<file path="config.mk">
export PLATFORM = sky130hd
export DESIGN_NAME = four_bit_adder
export DESIGN_NICKNAME = d
export VERILOG_FILES = /design/src/rtl/four_bit_adder.sv
export SDC_FILE = /design/constraint.sdc
export NUM_CORES = 1
export LEC_CHECK = 0
export CORE_AREA = 2 2 39 41
export CTS_BUF_LIST = sky130_fd_sc_hd__clkbuf_8
export CTS_CLUSTER_SIZE = 25
export DETAILED_ROUTE_END_ITERATION = 8
export DIE_AREA = 0 0 41 43
export PLACE_DENSITY = 0.53
export SLEW_MARGIN = 40
export SYNTH_ARGS = -nofsm -noshare
export SYNTH_HDL_FRONTEND = slang
export SYNTH_SLANG_ARGS = --single-unit
</file>
<file path="constraint.sdc">
create_clock -name clk -period 4.6 [get_ports clk]
set_clock_uncertainty 0.05 [all_clocks]
set_input_delay 1.15 -clock clk [delete_from_list [all_inputs] [get_ports clk]]
set_output_delay 1.15 -clock clk [all_outputs]
set_load 0.02 [all_outputs]
</file>
<file path="src/rtl/four_bit_adder.sv">
// rtl/four_bit_adder.sv - ripple-carry adder with combinational and registered results
// Optional: define FOUR_BIT_ADDER_OVERFLOW_EN to add overflow / overflow_q.
module four_bit_adder #(
  parameter int WIDTH = 4
) (
  input  logic             clk,
  input  logic             rst,
  input  logic [WIDTH-1:0] a,
  input  logic [WIDTH-1:0] b,
  input  logic             carry_in,
  output logic [WIDTH-1:0] sum,
  output logic             carry_out,
`ifdef FOUR_BIT_ADDER_OVERFLOW_EN
  output logic             overflow,
  output logic             overflow_q,
`endif
  output logic [WIDTH-1:0] sum_q,
  output logic             carry_out_q
);

  logic [WIDTH-1:0] sum_c;
  logic             carry;
`ifdef FOUR_BIT_ADDER_OVERFLOW_EN
  logic             carry_msb_in;
`endif

  // Full-adder chain; carry walks from bit 0 upward, one cell per bit.
  always_comb begin
    sum_c = '0;
    carry = carry_in;
`ifdef FOUR_BIT_ADDER_OVERFLOW_EN
    carry_msb_in = carry_in;
`endif
    for (int i = 0; i < WIDTH; i++) begin
`ifdef FOUR_BIT_ADDER_OVERFLOW_EN
      carry_msb_in = carry;
`endif
      sum_c[i] = a[i] ^ b[i] ^ carry;
      carry    = (a[i] & b[i]) | (a[i] & carry) | (b[i] & carry);
    end
  end

  assign sum       = sum_c;
  assign carry_out = carry;

`ifdef FOUR_BIT_ADDER_OVERFLOW_EN
  // Signed overflow: carry into the sign bit differs from carry out of it.
  assign overflow = carry ^ carry_msb_in;

  always_ff @(posedge clk or posedge rst) begin
    if (rst) overflow_q <= 1'b0;
    else     overflow_q <= overflow;
  end
`endif

  always_ff @(posedge clk or posedge rst) begin
    if (rst) begin
      sum_q       <= '0;
      carry_out_q <= 1'b0;
    end else begin
      sum_q       <= sum_c;
      carry_out_q <= carry;
    end
  end

endmodule

</file>
# Word-level counts from Yosys, hierarchy flattened
# Index checks and enable logic that the tools add are counted.
[classes]
n_shift = 0
muxes = 0
n_reduce_logical = 0
add_sub_neg = 0
bitwise = 28
mul = 0
n_lt_le_gt_ge = 0
div = 0
n_eq_ne = 0
[op_table]
columns = ["operator", "count"]
rows = [
  ["AND 1 bit", 12],
  ["OR 1 bit", 8],
  ["XOR 1 bit", 8],
]
[totals]
inputBits = 11
memories = 0
latch_bits = 0
rom_bits = 0
register_bits = 5
out_inout_bits = 10
elab_cells = 30
ram_bits = 0

# Longest topological paths before layout
[logic_depth]
depth_word = 12
depth_mapped = 8
depth_no_buf = 8

# Worst setup path before layout
# OpenSTA, ideal clock, no wires.
[synth_timing]
kind = "in2out"
from = "input port a[0]"
to = "output port sum[3]"
path_stages = 8
path_slack_ns = 0.641
arrival_time_ns = 2.759
cell_sequence = "inv_1 > fa_1 > inv_1 > fa_1 > fa_1 > inv_1 > fa_1 > inv_1"
[synth_between]
elab_chain_cells = 10
[synth_rtl]
columns = ["item", "line", "text"]
rows = [
  ["from (decl)", "8", "input logic [WIDTH-1:0] a,"],
  ["AND 1 bit", "39", "carry = (a[i] & b[i]) | (a[i] & carry) | (b[i] & carry);"],
  ["OR 1 bit (*) (2 in series)", "39", ""],
  ["AND 1 bit", "39", ""],
  ["OR 1 bit", "39", ""],
  ["OR 1 bit (*)", "39", ""],
  ["AND 1 bit", "39", ""],
  ["OR 1 bit", "39", ""],
  ["OR 1 bit (*)", "39", ""],
  ["XOR 1 bit (*)", "38", "sum_c[i] = a[i] ^ b[i] ^ carry;"],
  ["to (decl)", "11", "output logic [WIDTH-1:0] sum,"],
]
# Mark *: on every way between the ends. The rest lies on a longest branch, timed or not.

# Worst setup path in the final report
[layout_timing]
from = "input port b[0]"
to = "output port sum[3]"
[layout_between]
elab_chain_cells = 10
[layout_rtl]
columns = ["item", "line", "text"]
rows = [
  ["from (decl)", "9", "input logic [WIDTH-1:0] b,"],
  ["AND 1 bit", "39", ""],
  ["OR 1 bit", "39", ""],
  ["OR 1 bit (*)", "39", ""],
  ["AND 1 bit", "39", ""],
  ["OR 1 bit", "39", ""],
  ["OR 1 bit (*)", "39", ""],
  ["AND 1 bit", "39", ""],
  ["OR 1 bit", "39", ""],
  ["OR 1 bit (*)", "39", ""],
  ["XOR 1 bit (*)", "38", ""],
]
# Marked as above.

==> impl_metrics.env <==
export IMPL_hold_buffers=0
export IMPL_hold_viol=0
export IMPL_place_gp_congestion=0.6535
export IMPL_grt_overflow=0
export IMPL_fin_area_um2=518.0
export IMPL_synth_top_cell_by_area="dfrtp_1"
export IMPL_crit_path_cell_trace="clkdlybuf4s50_1, inv_2, fa_1, inv_1, fa_1, fa_1, inv_1, fa_1, inv_1, buf_4"
export IMPL_final_nets=61
export IMPL_path_max_fanout=2
export IMPL_critPathRequiredTime_ns=3.40
export IMPL_grt_setup_unrepaired="true"
export IMPL_critPathKind="in -> out"
export IMPL_drv_slew=0
export IMPL_portBuffers=20
export IMPL_grt_pass1_vias=230
export IMPL_die_h_um=43
export IMPL_power_per_cell_area_mw_per_mm2=383.4
export IMPL_final_common_cell="clkdlybuf4s50_1"
export IMPL_whs_ns=1.081
export IMPL_yosysUniqueCellTypes=3
export IMPL_critPathArrivalTime_ns=3.27
export IMPL_ios=21
export IMPL_postCtsSetupBuffers=0
export IMPL_hp_class="in -> async"
export IMPL_cts_buffers=3
export IMPL_grt_usage_pct=8.537
export IMPL_cts_max_path_buffers=2
export IMPL_syn_area_per_cell_um2=12.32
export IMPL_layout_min_cycle_time_ns=4.465
export IMPL_ys_seq_area_share_pct=50.76
export IMPL_vias=214
export IMPL_grt_pass1_wl_um=903
export IMPL_slowest_stage="clkdlybuf4s50_1"
export IMPL_postLayoutCoreUtil_pct=37.43
export IMPL_finalSetupViolCount=0
export IMPL_initial_core_util_pct=17.81
export IMPL_ys_ff_latch=5
export IMPL_place_ws_ns=-0.3667
export IMPL_cts_tree="yes"
export IMPL_area_growth_pct=110.2
export IMPL_crit_top_cell="fa_1"
export IMPL_max_freq_mhz=223.9
export IMPL_max_stage_delay_ns=0.41
export IMPL_critPathCaptureType="output pin"
export IMPL_synth_nets=35
export IMPL_layout_drive_gt1_share_pct=13.33
export IMPL_fill_cells=142
export IMPL_clk_pin_slew_ns=0.03
export IMPL_drc_errors=0
export IMPL_synth_area_um2=246.5
export IMPL_wl_um=506
export IMPL_viasPerCell=3.508
export IMPL_layout_common_cells="17 x clkdlybuf4s50_1, 11 x inv_1, 5 x dfrtp_1, 4 x fa_1, 3 x clkbuf_8"
export IMPL_die_w_um=41
export IMPL_power_leakage_nw=0.2663
export IMPL_drtAntennaViolNets=0
export IMPL_synth_area_leaders="dfrtp_1 51%, fa_1 32%, inv_1 17%"
export IMPL_startpoint_type="input pin"
export IMPL_place_area_um2=474.2
export IMPL_cap_violations=0
export IMPL_die_area_mm2=0.001763
export IMPL_fin_crit_sh_pct=97.07
export IMPL_htree_levels=1
export IMPL_fp_coreArea_mm2=0.001384
export IMPL_fin_setup_tns_ns=0
export IMPL_wire_per_inst_um=8.295
export IMPL_root_buffer="clkbuf_8"
export IMPL_final_setup_worst_slack_ns=0.1347
export IMPL_grt_antenna_before_repair=0
export IMPL_antenna_diode_count=0
export IMPL_postSynthCellCount=20
export IMPL_yosysTopAreaCellShare_pct=50.76
export IMPL_yosysWarningCount=0
export IMPL_first_iter_violations=0
export IMPL_maxSlewHeadroom_pct=84.08
export IMPL_outcome="complete, no violations"
export IMPL_worst_slew_pin_slew_ns=0.2384
export IMPL_core_rowCount=14
export IMPL_peakVddDrop_uv=123.3
export IMPL_post_cts_resized=5
export IMPL_cts_sinks=5
export IMPL_drt_pass1_iter_count=1
export IMPL_grt_max_degree=6
worst max-delay path by stage:
stage          from  endpoint  slack (ns)
6_report       b[0]    sum[3]        0.13
3_3_place_gp   b[0]    sum[3]       -0.36
5_1_grt        b[0]    sum[3]      -0.002
2_1_floorplan  a[0]    sum[3]        0.64
4_1_cts        b[0]    sum[2]        0.03
3_5_place_dp   b[0]    sum[3]       -0.37
layout make-up:
class	count	area (um^2)	share of cell area, %
timing repair buffer	21	206.4	39.86
sequential	5	125.1	24.15
multi-input combinational	4	80.08	15.46
clock buffer	3	41.29	7.971
inverter	11	41.29	7.971
tap	16	20.02	3.865
clock inverter	1	3.754	0.7246
registers in the layout, summed over array words and instances (netlist names):
| register | cells |
|---|---|
| sum_q | 4 |
| carry_out_q | 1 |
cell usage after synthesis:
master and count:
fa_1 4, dfrtp_1 5, inv_1 11
critical path, delay by kind of cell:
family	cells	cell delay, ns
adder cells (fa/ha/maj)	4	1.29
buffers and inverters	6	0.83
per-stage QoR:
step / cells / power [W]
after floorplan: 20 / 0.00008523
after global placement: 57 / 0.0001255
after detailed placement: 57 / 0.0001260
after CTS: 61 / 0.0002015
after global routing: 61 / 0.0002140
final: 61 / 0.0001986
cell families after synthesis:
| group | share of synthesized area [%] |
|---|---|
| fa+ha+maj | 32.49 |
| buf+inv | 16.75 |
| flops | 50.76 |
power breakdown:
| part | switching [W] | leakage [nW] | internal [W] |
|---|---|---|---|
| clock | 0.0000190 | 0.0269 | 0.0000570 |
| combinational | 0.0000342 | 0.181 | 0.0000355 |
| sequential | 0.00000156 | 0.0583 | 0.0000513 |
| total | 0.0000548 | 0.266 | 0.000144 |
routing by layer:
layer	GRT usage, %	wire length [um]
met2	11.56	220
met5	0	0
met3	7.330	107
met1	8.027	178
met4	6.000	0
(Power assumes the default switching activity.)
